**src/rtl/bitvector_deserializer.sv**
```systemverilog
// Serial-to-parallel deserializer: collects COUNT_OF_BITS serial bits LSB-first
// into a word and presents it on a valid/ready output port. A two-state FSM
// parks a completed word in the shift register while the output slot is busy.
module bitvector_deserializer #(
    parameter int COUNT_OF_BITS = 4,
    localparam int CW = $clog2(COUNT_OF_BITS + 1)
) (
    input  logic                     clk,
    input  logic                     rst_n,
    input  logic                     in_bit,
    input  logic                     in_valid,
    output logic                     in_ready,
    output logic [COUNT_OF_BITS-1:0] bitvector,
    output logic                     out_valid,
    input  logic                     out_ready,
    output logic [CW-1:0]            bit_count
);

    typedef enum logic {COLLECT, HOLD} state_t;

    localparam logic [CW-1:0] FULL_COUNT = CW'(COUNT_OF_BITS);
    localparam logic [CW-1:0] LAST_COUNT = CW'(COUNT_OF_BITS - 1);

    state_t                   state, state_next;
    logic [COUNT_OF_BITS-1:0] shift_reg, shift_next;
    logic [COUNT_OF_BITS-1:0] bitvector_next;
    logic                     out_valid_next;
    logic [CW-1:0]            bit_count_next;

    logic accept;
    logic slot_free;
    logic last_bit;

    // in_ready is a pure decode of the registered state
    assign in_ready  = (state == COLLECT);
    assign accept    = in_valid && in_ready;
    assign slot_free = !out_valid || out_ready;
    assign last_bit  = (bit_count == LAST_COUNT);

    // Next-state and datapath decode; every target defaults to holding its value
    always_comb begin
        state_next     = state;
        shift_next     = shift_reg;
        bitvector_next = bitvector;
        bit_count_next = bit_count;
        // A consumed word empties the slot unless a new word replaces it below
        out_valid_next = (out_valid && out_ready) ? 1'b0 : out_valid;

        case (state)
            COLLECT: begin
                if (accept) begin
                    // New bits enter at the top so the first bit ends up in [0]
                    shift_next = {in_bit, shift_reg[COUNT_OF_BITS-1:1]};
                    if (last_bit) begin
                        if (slot_free) begin
                            bitvector_next = shift_next;
                            out_valid_next = 1'b1;
                            bit_count_next = '0;
                        end else begin
                            // Word is complete but the slot is busy: park it
                            bit_count_next = FULL_COUNT;
                            state_next     = HOLD;
                        end
                    end else begin
                        bit_count_next = bit_count + CW'(1);
                    end
                end
            end
            HOLD: begin
                // out_valid is necessarily 1 here; release the parked word
                if (out_ready) begin
                    bitvector_next = shift_reg;
                    out_valid_next = 1'b1;
                    bit_count_next = '0;
                    state_next     = COLLECT;
                end
            end
            default: state_next = COLLECT;
        endcase
    end

    // State and output registers, cleared immediately on reset assertion
    always_ff @(posedge clk or negedge rst_n) begin
        if (!rst_n) begin
            state     <= COLLECT;
            shift_reg <= '0;
            bitvector <= '0;
            out_valid <= 1'b0;
            bit_count <= '0;
        end else begin
            state     <= state_next;
            shift_reg <= shift_next;
            bitvector <= bitvector_next;
            out_valid <= out_valid_next;
            bit_count <= bit_count_next;
        end
    end

endmodule

```
**config.mk**
```make
export PLATFORM = sky130hd
export DESIGN_NAME = bitvector_deserializer
export DESIGN_NICKNAME = d
export VERILOG_FILES = /design/src/rtl/bitvector_deserializer.sv
export SDC_FILE = /design/constraint.sdc
export NUM_CORES = 1
export LEC_CHECK = 0
export BUFFER_PORTS_ARGS = -buffer_cell sky130_fd_sc_hd__buf_4
export CORE_MARGIN = 5
export CORE_UTILIZATION = 40
export DETAILED_ROUTE_END_ITERATION = 7
export GPL_ROUTABILITY_DRIVEN = 0
export SKIP_CTS_REPAIR_TIMING = 1
export SYNTH_ARGS = -nofsm -noshare
export SYNTH_HDL_FRONTEND = slang
export SYNTH_SLANG_ARGS = --single-unit
```
**constraint.sdc**
```tcl
create_clock -name clk -period 1.7 [get_ports clk]
set_input_delay 0.34 -clock clk [delete_from_list [all_inputs] [get_ports clk]]
set_output_delay 0.34 -clock clk [all_outputs]
set_load 0.1 [all_outputs]
```
[Word-level counts from Yosys, hierarchy flattened]
Cells that the tools add are included.
Storage, ports and cells
  flip-flop bits (word level): 13
  bits of input ports: 5
  output and inout bits: 9
  word-level logic and storage cells: 40
Cells by class
  add/subtract/negate cells: 1
  eq/ne operators: 5
  mux-type cells: 21
  bitwise operators: 1
  reduce and logical (&&, ||, !) cells: 7
Operators with widths (number)
  $mux W4: 4
  $mux W3: 4
  $mux W1: 9
  $pmux W4 S2: 1
  $ne A2 B1 Y1 const B: 3
  $pmux W3 S2: 1
  $pmux W1 S2: 2
  $reduce_and A2 Y1: 2
  $reduce_and A4 Y1: 1
  $add A3 B1 Y3 const B: 1
  $eq A3 B2 Y1 const B: 1
  $logic_and A1 B1 Y1: 2
  $ne A2 B2 Y1 const B: 1
  $logic_not A1 Y1: 1
  $logic_or A1 B1 Y1: 1
  $not A1 Y1: 1

[Depth between registers and ports, before layout]
  word-level depth: 6
  gate-level depth with buffers: 4
  mapped depth without buffers: 4

[Worst setup path before layout]
No wires, ideal clock.
  path type: register to register
  from: reg bit_count[0]
  to: reg bitvector[0]
  setup time: 0.126 ns
  arrival: 1.906 ns
  required time: 1.574 ns
  setup slack: -0.332 ns
  stages on the path, launching flop included: 5
  buffers on the path: 0
  period minus slack after synthesis: 2.032 ns
  path through: dfrtp_1 > ha_1 > and3b_1 > o22ai_2 > mux2_2
On the way
  word-level cells in the longest chain between the ends: 3
Ends and longest elaborated chain
  from (decl): line 16  | output logic [CW-1:0] bit_count
  from (signal assigned): line 95  | bit_count <= bit_count_next;
  $eq A3 B2 Y1: line 38  | assign last_bit = (bit_count == LAST_COUNT);
  $ne A2 B1 Y1 (no line)
  $reduce_and A4 Y1 (no line)
  to (signal assigned): line 93  | bitvector <= bitvector_next;
  to (decl): line 13  | output logic [COUNT_OF_BITS-1:0] bitvector,
No other way between the ends.
A chain may end at the register's enable or synchronous reset.

[Worst setup path in the final report]
  from: reg bit_count[0]
  to: reg bitvector[1]
Same word-level chain as after synthesis.

==> results.txt <==
leading post-synthesis cells by cell area -> dfrtp_1 (50%), mux2_2 (16%), mux2_4 (7.0%)
final setup fails -> 0
synthesized cell area -> 644 µm²
crit-path cells -> ha_4 > and3b_1 > o22ai_4 > mux2_4
fin crit share -> 94.9%
worst-margin pin slew -> 431 ps
# diodes -> 0
I/O Buffers -> 13
top-level I/O count -> 14
Worst Path Arrival -> 1770 ps
Yosys Warn Count -> 0
WL per Instance -> 14.8 µm
Fin Setup TNS -> 0 ps
Post-synth EDFFs -> 0
initial antenna violation count -> 0
global-route wire length before repair -> 1990 µm
worst hold margin -> 286 ps
critical path's largest stage delay -> 520 ps
initial drt markers -> 3
most common cell in the netlist -> dfrtp_1
Sinks on Clock Net -> 13
Tot GR Track Use -> 10.7%
Worst Skew -> 9.12 ps
gr ovfl total -> 0
DPL Wire Length -> 954 µm
DP Worst Slack -> 112 ps
slowest CP cell -> dfrtp_4
commonest register cell after synthesis -> dfrtp_1
final hold violation count -> 0
distinct cell type count after synthesis -> 21
final worst slack -> 86.8 ps
Root Buffer -> clkbuf_4
Syn Area/Cell -> 12.4 µm²
Clock Latency Late Sink -> 280 ps
FF+latch count, synth -> 13
Initial Utilization -> 42.3%
Die Area -> 2510 µm²
slew margin rel. -> 71.2%
drt pass-1 iters -> 4
HP Class -> primary input to register
RSZ-0062 raised after global routing -> no
outcome -> finished, final reports clean
Slew Limit Fails -> 0
CTS tree -> yes
WS Path Type -> register to register
overall die height -> 50.1 µm
maximum fanout along the worst path -> 5
fmax -> 620 MHz
total via count in the routed design -> 453
Max-cap violations -> 0
Worst-path clk slew -> 90 ps
DR DRC count -> 0
vias in the first global route -> 433
FP Rows -> 14
Routed WL -> 1290 µm
largest net degree at the start of global routing -> 14
core area -> 1520 µm²
Synth async-reset ratio -> 100%
crit end category -> register
Die X -> 50.1 µm
Commonest cells post-synth -> dfrtp_1 (13), mux2_2 (9), nor2b_1 (4)
Final Core Density -> 55.7%
via/cell ratio -> 5.21
antenna-violating nets left -> 0
layout cell share with drive strength beyond 1 -> 52.1%
Clock H-tree levels -> 1
post-synth top area cell -> dfrtp_1
CTS Buffer Depth -> 2
syn_nets -> 58
minimum clock period after layout -> 1610 ps
register area share after synthesis -> 50.5%
startpoint types -> register
CP required -> 1860 ps
Layout Area Growth over Synthesis -> 31.8%
final net count -> 78
Mapped Cells -> 52
Yosys top cell area share -> 50.5%
CTS buffer count -> 3
==> critical path, delay by kind of cell (launching register included) <==
family | cells | cell delay (ps)
adders and majority gates | 1 | 180
and+or+nand+nor | 1 | 210
muxes | 1 | 330
DFF | 1 | 520
AOI/OAI and AO/OA | 1 | 260
==> layout by cell type (no fill, tap or decap) <==
| cell | instances |
|---|---|
| a21oi_1 | 2 |
| a31o_1 | 1 |
| a31oi_1 | 1 |
| and3b_1 | 1 |
| buf_4 | 16 |
| clkbuf_1 | 1 |
| clkbuf_4 | 3 |
| dfrtp_1 | 9 |
| dfrtp_2 | 2 |
| dfrtp_4 | 2 |
| dlygate4sd3_1 | 1 |
| ha_4 | 1 |
| inv_1 | 3 |
| mux2_2 | 5 |
| mux2_4 | 7 |
| nand2_1 | 3 |
| nand2b_1 | 1 |
| nand3b_1 | 1 |
| nor2_1 | 2 |
| nor2b_1 | 4 |
| nor4b_1 | 1 |
| o21ai_0 | 1 |
| o221ai_1 | 1 |
| o22ai_1 | 1 |
| o22ai_4 | 1 |
==> worst paths after layout <==
kind                              start           end  slack (ps)  depth (start not counted)
max in group asynchronous         rst_n  bit_count[1]        1090                          2
min reg2reg                shift_reg[0]  shift_reg[0]         510                          1
min in group asynchronous         rst_n  bit_count[0]         430                          2
max reg2reg                bit_count[0]  bitvector[1]          90                          4
max                        bit_count[0]  bitvector[1]          90                          4
min                           out_ready         state         290                          2
==> layer usage <==
metal | part of all wire, % | vias to the layer above | global-route usage (%)
li1 | - | 224 | -
met4 | 0.93 | 0 | 6.55
met3 | 5.7 | 2 | 3.55
met2 | 45 | 11 | 14.9
met1 | 49 | 216 | 14.2
met5 | 0 | - | 0
==> cell families (layout without fill, tap and decap cells) <==
group | Yosys count | after routing | synth area share (%)
AOI/OAI and AO/OA | 8 | 8 | 8.93
adders and majority gates | 1 | 1 | 1.94
buffers and inverters | 5 | 24 | 4.27
DFF | 13 | 13 | 50.5
muxes | 12 | 12 | 22.7
and+or+nand+nor | 13 | 13 | 11.7
==> cell type report <==
class | instances | area (µm²)
timing repair buffer | 17 | 130
sequential | 13 | 335
inverter | 3 | 11.3
fill | 135 | 674
multi-input combinational | 34 | 327
tap | 16 | 20.0
clock buffer | 4 | 26.3
==> metrics by stage <==
step | std cells | instance area [µm²]
2_1_floorplan | 52 | 689
3_3_place_gp | 82 | 813
3_5_place_dp | 82 | 813
4_1_cts | 86 | 840
5_1_grt | 87 | 850
6_report | 87 | 850
Power is left out: the tool's default activity adds up to more than one toggle a clock period on the data nets, which glitch-free logic cannot reach.
